===== config.mk =====
export PLATFORM = sky130hd
export DESIGN_NAME = fadd_pipe
export DESIGN_NICKNAME = d
export VERILOG_FILES = /design/src/rtl/fpu_pkg.sv /design/src/rtl/lzc.sv /design/src/rtl/fadd_pipe.sv
export SDC_FILE = /design/constraint.sdc
export NUM_CORES = 1
export LEC_CHECK = 0
export ABC_AREA = 1
export CAP_MARGIN = 40
export CORE_MARGIN = 2
export CORE_UTILIZATION = 28
export DETAILED_ROUTE_END_ITERATION = 7
export PLACE_DENSITY = 0.42
export SYNTH_ARGS = -nofsm -noshare
export SYNTH_HDL_FRONTEND = slang
export SYNTH_SLANG_ARGS = --single-unit

===== constraint.sdc =====
create_clock -name clk -period 16.1 [get_ports clk]
set_input_delay 1.61 -clock clk [delete_from_list [all_inputs] [get_ports clk]]
set_output_delay 1.61 -clock clk [all_outputs]
set_load 0.01 [all_outputs]

===== src/rtl/fpu_pkg.sv =====
// Shared FPU definitions: default formats, operand classes and the canonical quiet NaN.
// Used by the fadd/fmul/fdiv datapaths.
package fpu_pkg;

  localparam int EW_DEF = 8;
  localparam int MW_DEF = 23;

  typedef enum logic [1:0] {
    FP_ZERO,
    FP_NORM,
    FP_INF,
    FP_NAN
  } fp_class_e;

  typedef struct packed {
    logic              sign;
    logic [EW_DEF-1:0] exp;
    logic [MW_DEF:0]   sig;
  } fp_unpacked_t;

  // Canonical qNaN: sign 0, exponent all ones, mantissa MSB set.
  function automatic logic [63:0] qnan(input int ew, input int mw);
    logic [63:0] v;
    v = '0;
    for (int i = 0; i < ew; i++) v[mw+i] = 1'b1;
    v[mw-1] = 1'b1;
    return v;
  endfunction

endpackage


===== src/rtl/lzc.sv =====
// Combinational leading-zero counter; an all-zero input returns N.
module lzc #(
  parameter int N = 27,
  localparam int CW = $clog2(N + 1)
) (
  input  logic [N-1:0]  a,
  output logic [CW-1:0] cnt
);

  always_comb begin
    cnt = CW'(N);
    for (int i = 0; i < N; i++) begin
      if (a[i]) cnt = CW'(N - 1 - i);
    end
  end

endmodule


===== src/rtl/fadd_pipe.sv =====
// Three-stage IEEE-754 adder/subtractor (RNE, flush-to-zero) with valid/ready flow control.
// All stages advance together on en, so a stalled output freezes the whole pipe.
module fadd_pipe
  import fpu_pkg::*;
#(
  parameter int EW = EW_DEF,
  parameter int MW = MW_DEF
) (
  input  logic           clk,
  input  logic           rst_n,
  input  logic           in_valid,
  output logic           in_ready,
  input  logic [EW+MW:0] x1,
  input  logic [EW+MW:0] x2,
  input  logic           sub,
  output logic           out_valid,
  input  logic           out_ready,
  output logic [EW+MW:0] y,
  output logic           flg_nx,
  output logic           flg_of,
  output logic           flg_nv
);

  localparam int W     = 1 + EW + MW;
  localparam int SW    = MW + 4;
  localparam int XW    = EW + 2;
  localparam int LZW   = $clog2(SW + 1);
  localparam int SHMAX = MW + 3;
  localparam logic [W-1:0]         QNAN = W'(qnan(EW, MW));
  localparam logic signed [XW-1:0] EMAX = XW'((1 << EW) - 1);

  function automatic fp_class_e classify(input logic [EW-1:0] e, input logic [MW-1:0] m);
    if (e == '0) return FP_ZERO;
    if (e == '1) return (m == '0) ? FP_INF : FP_NAN;
    return FP_NORM;
  endfunction

  function automatic logic [MW+1:0] round_rne(input logic [SW-1:0] n);
    logic up;
    up = n[2] & (n[1] | n[0] | n[3]);
    return {1'b0, n[SW-1:3]} + {{(MW + 1){1'b0}}, up};
  endfunction

  // Returns {y, overflow, underflow}; underflow flushes to signed zero.
  function automatic logic [W+1:0] sat_pack(input logic s, input logic signed [XW-1:0] e,
                                            input logic [MW-1:0] m);
    if (e <= 0) return {s, {(W - 1){1'b0}}, 2'b01};
    if (e >= EMAX) return {s, {EW{1'b1}}, {MW{1'b0}}, 2'b10};
    return {s, e[EW-1:0], m, 2'b00};
  endfunction

  logic en;
  logic vld_p1, vld_p2, vld_p3;

  assign en        = !vld_p3 | out_ready;
  assign in_ready  = en;
  assign out_valid = vld_p3;

  logic          sa, sb, swap;
  logic [EW-1:0] ed, e_big;
  logic [SW-1:0] siga, sigb, sig_b, sig_s, lost, small_al;
  fp_class_e     ca, cb;
  int            sh;
  logic          spec_d, nv_sp_d;
  logic [W-1:0]  spec_y_d;

  always_comb begin
    sa   = x1[W-1];
    sb   = x2[W-1] ^ sub;
    ca   = classify(x1[W-2:MW], x1[MW-1:0]);
    cb   = classify(x2[W-2:MW], x2[MW-1:0]);
    siga = (ca == FP_ZERO) ? '0 : {1'b1, x1[MW-1:0], 3'b000};
    sigb = (cb == FP_ZERO) ? '0 : {1'b1, x2[MW-1:0], 3'b000};
    swap = {x2[W-2:MW], sigb} > {x1[W-2:MW], siga};
    e_big = swap ? x2[W-2:MW] : x1[W-2:MW];
    ed    = swap ? (x2[W-2:MW] - x1[W-2:MW]) : (x1[W-2:MW] - x2[W-2:MW]);
    sig_b = swap ? sigb : siga;
    sig_s = swap ? siga : sigb;
    sh    = (int'(ed) > SHMAX) ? SHMAX : int'(ed);
    lost     = sig_s & ~({SW{1'b1}} << sh);
    small_al = (sig_s >> sh) | {{(SW - 1){1'b0}}, |lost};
    spec_d   = 1'b1;
    nv_sp_d  = 1'b0;
    spec_y_d = '0;
    if (ca == FP_NAN || cb == FP_NAN || (ca == FP_INF && cb == FP_INF && sa != sb)) begin
      spec_y_d = QNAN;
      nv_sp_d  = 1'b1;
    end else if (ca == FP_INF) begin
      spec_y_d = {sa, {EW{1'b1}}, {MW{1'b0}}};
    end else if (cb == FP_INF) begin
      spec_y_d = {sb, {EW{1'b1}}, {MW{1'b0}}};
    end else begin
      spec_d = 1'b0;
    end
  end

  // S1: unpack, compare, align
  logic          sign_p1, zsign_p1, esub_p1, spec_p1, nv_p1;
  logic [EW-1:0] exp_p1;
  logic [SW-1:0] big_p1, small_p1;
  logic [W-1:0]  spec_y_p1;

  always_ff @(posedge clk or negedge rst_n) begin
    if (!rst_n) begin
      vld_p1 <= 1'b0;
    end else if (en) begin
      vld_p1    <= in_valid;
      sign_p1   <= swap ? sb : sa;
      zsign_p1  <= sa & sb;
      esub_p1   <= sa ^ sb;
      exp_p1    <= e_big;
      big_p1    <= sig_b;
      small_p1  <= small_al;
      spec_p1   <= spec_d;
      spec_y_p1 <= spec_y_d;
      nv_p1     <= nv_sp_d;
    end
  end

  // S2: add or subtract magnitudes
  logic          sign_p2, zsign_p2, spec_p2, nv_p2;
  logic [EW-1:0] exp_p2;
  logic [SW:0]   sum_p2;
  logic [W-1:0]  spec_y_p2;

  always_ff @(posedge clk or negedge rst_n) begin
    if (!rst_n) begin
      vld_p2 <= 1'b0;
    end else if (en) begin
      vld_p2    <= vld_p1;
      sign_p2   <= sign_p1;
      zsign_p2  <= zsign_p1;
      exp_p2    <= exp_p1;
      sum_p2    <= esub_p1 ? ({1'b0, big_p1} - {1'b0, small_p1})
                           : ({1'b0, big_p1} + {1'b0, small_p1});
      spec_p2   <= spec_p1;
      spec_y_p2 <= spec_y_p1;
      nv_p2     <= nv_p1;
    end
  end

  logic [LZW-1:0]         lz;
  logic [SW-1:0]          norm;
  logic signed [XW-1:0]   exp_n, exp_r;
  logic [MW+1:0]          rnd;
  logic [MW-1:0]          mant;
  logic [W+1:0]           pk;
  logic [W-1:0]           y_d;
  logic                   nx_d, of_d, nv_d;

  lzc #(.N(SW)) u_lzc (
    .a  (sum_p2[SW-1:0]),
    .cnt(lz)
  );

  always_comb begin
    y_d  = '0;
    nx_d = 1'b0;
    of_d = 1'b0;
    nv_d = 1'b0;
    if (sum_p2[SW]) begin
      norm  = {sum_p2[SW:2], |sum_p2[1:0]};
      exp_n = $signed({2'b00, exp_p2}) + XW'(1);
    end else begin
      norm  = sum_p2[SW-1:0] << lz;
      exp_n = $signed({2'b00, exp_p2}) - $signed(XW'(lz));
    end
    rnd   = round_rne(norm);
    exp_r = rnd[MW+1] ? exp_n + XW'(1) : exp_n;
    mant  = rnd[MW+1] ? rnd[MW:1] : rnd[MW-1:0];
    pk    = sat_pack(sign_p2, exp_r, mant);
    if (spec_p2) begin
      y_d  = spec_y_p2;
      nv_d = nv_p2;
    end else if (sum_p2 == '0) begin
      y_d = {zsign_p2, {(W - 1){1'b0}}};
    end else begin
      y_d  = pk[W+1:2];
      of_d = pk[1];
      nx_d = pk[1] | pk[0] | (|norm[2:0]);
    end
  end

  // S3: normalise, round, pack
  always_ff @(posedge clk or negedge rst_n) begin
    if (!rst_n) begin
      vld_p3 <= 1'b0;
      y      <= '0;
      flg_nx <= 1'b0;
      flg_of <= 1'b0;
      flg_nv <= 1'b0;
    end else if (en) begin
      vld_p3 <= vld_p2;
      y      <= y_d;
      flg_nx <= nx_d;
      flg_of <= of_d;
      flg_nv <= nv_d;
    end
  end

endmodule


# Yosys cells after proc, flatten, opt, wreduce, memory -nomap -nowiden
# Index checks and enable logic that the tools add are counted.
dict set report totals {
  register_bits 209
  input_bits 69
  out_inout_bits 37
  wordCells 149
}
dict set report classes {
  add_sub_neg 8
  n_lt_le_gt_ge 4
  n_eq_ne 7
  shift 3
  n_mux 74
  n_bitwise 12
  reduce_logical 17
}
# cell n
set op_table {}
lappend op_table {{two-way mux 34 bit} 4}
lappend op_table {{two-way mux 27 bit} 5}
lappend op_table {{two-way mux 32 bit} 4}
lappend op_table {{two-way mux 5 bit} 16}
lappend op_table {{logical NOT 23 bit} 2}
lappend op_table {{> comparator 35 bit} 1}
lappend op_table {{two-way mux 4 bit} 8}
lappend op_table {{adder 27 x 27 -> 28 bit} 1}
lappend op_table {{logical NOT 28 bit} 1}
lappend op_table {{two-way mux 28 bit} 1}
lappend op_table {{subtractor 27 x 27 -> 28 bit} 1}
lappend op_table {{AND 27 bit} 1}
lappend op_table {{inverter 27 bit} 1}
lappend op_table {{bitwise OR 27 x 1 -> 27 bit} 1}
lappend op_table {{OR reduction 27 bit} 1}
lappend op_table {{left shift 27 x 5 -> 27 bit} 1}
lappend op_table {{left shift 27 x 8 -> 27 bit, first input constant} 1}
lappend op_table {{>> shifter 27 x 8 -> 27 bit} 1}
lappend op_table {{adder 24 x 1 -> 25 bit} 1}
lappend op_table {{two-way mux 8 bit} 3}
lappend op_table {{two-way mux 23 bit} 1}
lappend op_table {{two-way mux 1 bit} 20}
lappend op_table {{two-way mux 10 bit} 2}
lappend op_table {{two-way mux 2 bit} 10}
lappend op_table {{21 further kinds} 37}

# Logic depth before layout (Yosys ltp)
# Gate-level depths: netlist of run 1.
dict set report depth {
  word_depth 43
  mapped_depth 51
  depth_no_buf 49
}

# Hierarchy
# From an unflattened synthesis of run 1, not the netlist that was laid out.
dict set report unflattened {
  hier_cells 2179
  hier_area_um2 14595.2
}
# module n_inst cells_per_inst area_per_inst_um2 seq_area_each_um2
set by_module_without_submodules {}
lappend by_module_without_submodules {fadd_pipe 1 2099 14242.4 4194.0}
lappend by_module_without_submodules {lzc 1 80 352.8 0.0}

# Least setup slack after synthesis of run 1
# No wires, ideal clock.
dict set report synth_path {
  kind {input port to flip-flop}
  start {input port out_ready}
  end {register big_p1[10], enable pin}
  setup_ns 0.576
  t_arrival_ns 6.380
  path_slack_ns 9.143
  cell_stages 3
  path_cell_list {nor2_1 -> clkbuf_1 -> nor2_1}
}
dict set report synth_between {
  elab_chain_len 2
}
# item line_no
set synth_lines {}
lappend synth_lines {{start: declaration} fadd_pipe.sv:17} ;# input logic out_ready,
lappend synth_lines {{bitwise OR 1 bit} fadd_pipe.sv:55} ;# assign en = !vld_p3 | out_ready;
lappend synth_lines {{AND reduction 2 bit (no source line)} -}
lappend synth_lines {{end signal: assignment} fadd_pipe.sv:112} ;# big_p1 <= sig_b;
lappend synth_lines {{end: declaration} fadd_pipe.sv:100} ;# logic [SW-1:0] big_p1, small_p1;
# No other way between the ends.
# A chain may end at the register's enable or synchronous reset.

# Worst setup path after layout of run 1
dict set report layout_path {
  start {input port x1[24]}
  end {register small_p1[1], data pin}
}
dict set report layout_between {
  elab_chain_len 13
  elab_cells_between_ends 19
  cone_classes {2 x add/sub; 2 x order compare; 1 x eq/ne; 1 x shift; 10 x mux; 1 x bitwise; 2 x reduce/logical}
}
# item line_no
set layout_lines {}
lappend layout_lines {{start: declaration} fadd_pipe.sv:13} ;# input logic [EW+MW:0] x1,
lappend layout_lines {{equality test 8 bit} fadd_pipe.sv:34} ;# if (e == '1) return (m == '0) ? FP_INF : FP_NAN;
lappend layout_lines {{two-way mux 1 bit (2 in a row)} fadd_pipe.sv:34}
lappend layout_lines {{two-way mux 2 bit} fadd_pipe.sv:35} ;# return FP_NORM;
lappend layout_lines {{two-way mux 2 bit} fadd_pipe.sv:34}
lappend layout_lines {{logical NOT 2 bit} fadd_pipe.sv:72} ;# siga = (ca == FP_ZERO) ? '0 : {1'b1, x1[MW-1:0], 3'b000};
lappend layout_lines {{two-way mux 27 bit} fadd_pipe.sv:72}
lappend layout_lines {{> comparator 35 bit} fadd_pipe.sv:74} ;# swap = {x2[W-2:MW], sigb} > {x1[W-2:MW], siga};
lappend layout_lines {{two-way mux 8 bit} fadd_pipe.sv:76} ;# ed = swap ? (x2[W-2:MW] - x1[W-2:MW]) : (x1[W-2:MW] - x2[W-2:MW]);
lappend layout_lines {{> comparator 8 x 5 -> 1 bit} fadd_pipe.sv:79} ;# sh = (int'(ed) > SHMAX) ? SHMAX : int'(ed);
lappend layout_lines {{two-way mux 8 bit} fadd_pipe.sv:79}
lappend layout_lines {{>> shifter 27 x 8 -> 27 bit *} fadd_pipe.sv:81} ;# small_al = (sig_s >> sh) | {{(SW - 1){1'b0}}, |lost};
lappend layout_lines {{bitwise OR 27 x 1 -> 27 bit *} fadd_pipe.sv:81}
lappend layout_lines {{end signal: assignment} fadd_pipe.sv:113} ;# small_p1 <= small_al;
lappend layout_lines {{end: declaration} fadd_pipe.sv:100}
# Mark *: on every way between the ends. The rest lies on a longest branch, timed or not. The select of a mux whose other input is x is not followed.

==> results.toml, run 1 <==
[layout]
antenna_cells = 0
syn2layout_area_growth_pct = 16.95
drive_gt1_frac = 0.05148
fillers = 5187
multi_input_area_sq_mm = 0.008128
finalInstanceArea_sq_mm = 0.01580
regArea_sq_mm = 0.004194
fin_nets = 2192

[critical_path]
setup.worst_path.class = "in -> reg"
start_kind = "input port"
critPathArrivalTime_ns = 8.47
rr_worst_depth = 34
required_ns = 16.24
setup.worst_path.end_class = "flop"
path_max_fanout = 36

[sta]
final.period_utilization = 0.5173
slew_headroom = 0.4335
worst_pin_slew_ns = 0.8408
finClkSkew_ns = 0.01012
tns_ns = 0
rsz0062_at_grt = "no"
hold_violations = 0
final-max-slew-violation-count = 0
setup_viol = 0
fin_crit_ns = 8.328
timing.fmax_ghz = 0.1201

[yosys]
yosysTopAreaCellShare = 0.2400
synth_top_cell_by_area = "edfxtp_1"
synthArstFlopShare = 0.2603
synth_ff_type = "edfxtp_1"
ys_seq_elements = 146
netlist_top_cells_area = "edfxtp_1, nand2_1, dfrtp_1"
yosysUniqueCellTypes = 58
synthCells = 1977
seq_area_frac_synth = 0.3104
yosysMostFrequentCell = "nand2_1"
syn_nets = 2123
synth_area_sq_mm = 0.01351
synth_edf_count = 108
synthTopCellsByCount = "nand2_1, inv_1, nor2_1, nand3_1, o21ai_0"
syn_area_per_cell_sq_um = 6.835
synth.yosys.warnings = 0

[cts]
post_cts_resize_count = 0
cts_htree_levels = 4
cts.sinks = 146
cts-buffers-inserted = 17
clock_latency_ns = 0.45
hold_buffers = 0
cts-root-buf = "clkbuf_16"
cts_setup_buffers = 0
clk_pin_slew_ns = 0.07
cts_tree = "yes"
clockBufferDepth = 2

[status]
status = "finished, final reports clean"

[global_route]
overflow = 0
grt_util_met2 = 0.3067
use_met1 = 0.2589
grt_pass1_wl_microns = 73230
antenna_found_initial = 1
use_met3 = 0.02230
grt.busiest_layer = "met2"
grt_max_degree = 58
grt.total_usage = 0.1868
grt_pass1_vias = 13050

[floorplan]
die_area_sq_mm = 0.05003
core_sq_mm = 0.04765
io-pin-count = 106
initial_core_util = 0.2836
die-width_microns = 223.7
die_h_microns = 223.7
row_count = 80

[drt]
num_vias = 13290
antenna_left = 0
first_pass_iters = 6
post_drt_wl_per_cell_microns = 17.16
drc = 0
wirelength_microns = 45890
via_per_inst = 4.970
drt-initial-drc-count = 950

[pwr]
peakVddDrop_uv = 89.76
p_per_area_mw_per_mm2 = 136.2
p_leak_nw = 7.213

[placed_design]
dpl-instance-area_sq_mm = 0.01519
numPortBuffers = 105
dp_hpwl_microns = 37210
gp_congestion = 0.8826

[hold_path]
worstHoldPathCells = 0
hold_path_class = "reg -> reg"

[job]
drv_cap = 0
## sequential cells by signal, indices dropped and copies added, names as in the netlist, 3 cells and up
register   flops
sum_p2        28
spec_y_p2      3
small_p1      27
y             32
spec_y_p1      3
big_p1        24
exp_p1         8
exp_p2         8
## stage by stage
stage,util,total power [W],setup slack [ns],cells,hold WS [ns]
3_5_place_dp,0.3188,0.001744,7.363,2642,0.4045
4_1_cts,0.3317,0.002174,7.842,2674,0.4207
6_report,0.3317,0.002152,7.772,2674,0.4182
3_3_place_gp,0.3176,0.001745,7.084,2640,0.4040
5_1_grt,0.3317,0.002348,7.060,2674,0.4269
2_1_floorplan,-,0.001379,9.143,1977,0.4003
## cells by family after synthesis
| kind of cell | count (synthesis) | synth area share |
|---|---|---|
| and+or+nand+nor | 1021 | 0.3298 |
| AOI/OAI and AO/OA | 340 | 0.1417 |
| buffers and inverters | 307 | 0.08889 |
| DFF | 146 | 0.3104 |
| xor gates and xnor gates | 80 | 0.05185 |
| adders and majority gates | 77 | 0.07296 |
| muxes | 6 | 0.004445 |
## final cells by class
cell class / instances / share of cell area
Clock buffer: 17 / 0.02692
Clock inverter: 15 / 0.01211
Inverter: 235 / 0.05582
Multi-Input combinational cell: 1524 / 0.5143
Sequential cell: 146 / 0.2654
Tap cell: 615 / 0.04869
Timing Repair Buffer: 122 / 0.07679
## worst paths after layout
kind	startpoint	slack, ns	to
setup / recovery	x1[24]	7.77	small_p1[1]
setup reg to reg	sum_p2[4]	10.20	flg_nx
hold / removal	exp_p1[4]	0.42	exp_p2[4]
max in group asynchronous	rst_n	14.51	flg_of
hold reg to reg	exp_p1[4]	0.42	exp_p2[4]
min in group asynchronous	rst_n	1.22	y[10]
## placed cells by master (no fill, tap or decap), types with 10 or more instances in the layout
master / instances
nand2_1: 559
clkdlybuf4s50_1: 104
inv_2: 11
o211ai_1: 10
a21oi_1: 86
inv_1: 222
nand4_1: 40
dfrtp_1: 38
ha_1: 74
buf_4: 15
xor2_1: 55
nor2_1: 162
clkbuf_16: 17
xnor2_1: 25
edfxtp_1: 108
nor4_1: 24
nor3_1: 20
nand3_1: 163
nand2_2: 14
o21ai_0: 149
o21ai_1: 16
o22ai_1: 29
## metal layers
layer,up-vias,wire (microns),part of all wire
li1,6755,-,-
met1,6136,22230,0.48
met2,348,20860,0.45
met3,52,1940,0.042
met4,0,860,0.019
met5,-,0,0
## where the power goes
part	switching, W	internal, W	leakage, nW
registers	0.0000653	0.000521	1.51
logic	0.000745	0.000403	5.40
clock network	0.000182	0.000237	0.302
total	0.000992	0.00116	7.21
## critical path, cell delays in order
cell,delay (ns)
clkdlybuf4s50_1,0.57
inv_1,0.14
nand4_1,0.11
nor2_1,0.08
inv_1,0.54
nand2_1,0.22
ha_1,0.37
nand4_1,0.13
nor4_1,0.46
nand2_1,0.11
nand4_1,0.08
nand2_1,0.07
inv_2,0.38
buf_16,0.24
o21bai_1,0.11
xor2_1,0.38
inv_1,0.08
a211oi_1,0.20
nand2_1,0.16
nor2_2,0.62
inv_2,0.38
o21ai_0,0.39
o21ai_0,0.22
o21ai_0,0.31
o22ai_1,0.16
nand2_1,0.10
o311ai_0,0.21
No activity file was read; power rests on OpenSTA's default activity.
==> run 2: changes to the inputs <==
Clock period 16.1 ns to 8.2 ns, I/O delays scaled along.
==> results.toml, run 2 (synthesis results as in run 1) <==
[placed_design]
gp_congestion = 0.8762
dpl-instance-area_sq_mm = 0.01518
dp_hpwl_microns = 37380
pre_cts_ws_ns = 0.4458
numPortBuffers = 105

[critical_path]
setup.worst_path.end_class = "flop"
rr_startpoint = "sum_p2[1]"
reg2reg_slack_ns = 2.04
setup.worst_path.class = "in -> reg"
cpPeakStageDelay_ns = 0.57
timing.critical_path.from = "x1[24]"
cp_top_family = "buffers and inverters"
critPathArrivalTime_ns = 7.47
path_max_fanout = 30
required_ns = 8.38
rr_worst_depth = 46
cpMostUsedCell = "inv_1"
worst-path-buf-inv = 8
slowest_stage = "inv_1"
start_kind = "input port"
timing.rr.end = "flg_nx"

[floorplan]
die_area_sq_mm = 0.05003
initial_core_util = 0.2836
io-pin-count = 106
row_count = 80
die-width_microns = 223.7
die_h_microns = 223.7
core_sq_mm = 0.04765

[pwr]
p_per_area_mw_per_mm2 = 267.5
p_int_w = 0.002274
p_switching_w = 0.001954
seqPwrFrac = 0.273
netSwitchingFraction = 0.4621
finalPower_w = 0.004228
p_leak_nw = 7.220
clkPwrFrac = 0.193
peakVddDrop_uv = 172.4
pwr-share-comb = 0.534

[sta]
hold_violations = 0
setup_viol = 0
finClkSkew_ns = 0.01371
slew_headroom = 0.4026
timing.fmax_ghz = 0.1370
setup_slack_ns = 0.9028
worst_pin_slew_ns = 0.8868
rsz0062_at_grt = "no"
final-max-slew-violation-count = 0
final.period_utilization = 0.8899
fin_crit_ns = 7.297
tns_ns = 0

[global_route]
grt_pass1_vias = 12920
antenna_found_initial = 1
grt_max_degree = 65
grt_pass1_wl_microns = 72890
overflow = 0
grt.total_usage = 0.1869

[cts]
clk_pin_slew_ns = 0.07
clockBufferDepth = 2
cts-root-buf = "clkbuf_16"
cts_setup_buffers = 0
cts-buffers-inserted = 17
post_cts_resize_count = 0
hold_buffers = 0
cts_htree_levels = 4
cts_tree = "yes"
clock_latency_ns = 0.46
cts.sinks = 146

[layout]
fin_nets = 2197
drive_gt1_frac = 0.05378
syn2layout_area_growth_pct = 16.96
finalInstanceArea_sq_mm = 0.01581
top_register = "y"
largestRegisters = "y (32), sum_p2 (28), small_p1 (27)"
final_cell_mix = "nand2_1, inv_1, nand3_1"
fillers = 5164
layout_commonest_cell = "nand2_1"
largest_reg_flops = 32

[drt]
num_vias = 13300
via_per_inst = 4.962
first_pass_iters = 7
wl_met1_microns = 22180
wirelength_microns = 45950
post_drt_wl_per_cell_microns = 17.15
antenna_left = 0
drc = 0
drt-initial-drc-count = 1018
top_layer = "met4"
wl_met3_microns = 2058
met2_length_microns = 20820

[hold_path]
hold_path_class = "in -> async"

[job]
drv_cap = 0

[status]
status = "finished, final reports clean"
-- run 2: cell count changes in the layout (fill, tap and decap cells not counted) --
cell and delta:
clkinv_2 -1, clkinv_4 +1, buf_8 +1, diode_2 +1
buf_16 -2, buf_2 +1, buf_4 +5, inv_6 +3
inv_8 -3
-- run 2: layout make-up --
cell class	count	area (sq um)	area share
multi-input combinational	1524	8128	0.5142
timing repair buffer	127	1216	0.07695
sequential	146	4194	0.2654
tap	615	769.5	0.04869
inverter	235	882.1	0.05581
antenna	1	2.502	0.0001583
clock inverter	15	187.7	0.01187
clock buffer	17	425.4	0.02692
-- run 2: layer usage --
layer | vias to the layer above | GRT usage
li1 | 6769 | -
met5 | - | 0
met4 | 0 | 0.05656
met1 | 6124 | 0.2596
met3 | 50 | 0.02505
met2 | 356 | 0.3017
-- run 2: power groups by stage --
stage	logic, W	clock network, W	registers [W]
floorplan	0.00154	0	0.00117
global placement	0.00227	0	0.00117
detailed placement	0.00226	0	0.00117
CTS	0.00227	0.000844	0.00116
global route	0.00255	0.000870	0.00118
finish	0.00226	0.000818	0.00115
-- run 2: how the worst max path moves through the flow --
stage / to / slack (ns) / cells past startpoint
global placement: small_p1[0] / 0.50 / 29
CTS: small_p1[0] / 0.94 / 29
finish: small_p1[0] / 0.90 / 29
global route: small_p1[0] / 0.40 / 29
detailed placement: small_p1[0] / 0.45 / 29
floorplan: big_p1[10] / 2.03 / 3
-- run 2: per-stage QoR --
| step | utilization | cells | hold WS [ns] |
|---|---|---|---|
| after floorplan | - | 1977 | 0.4003 |
| after CTS | 0.3316 | 2678 | 0.4085 |
| final | 0.3317 | 2680 | 0.4151 |
| after global placement | 0.3184 | 2645 | 0.4036 |
| after global routing | 0.3317 | 2679 | 0.4176 |
| after detailed placement | 0.3187 | 2646 | 0.4054 |
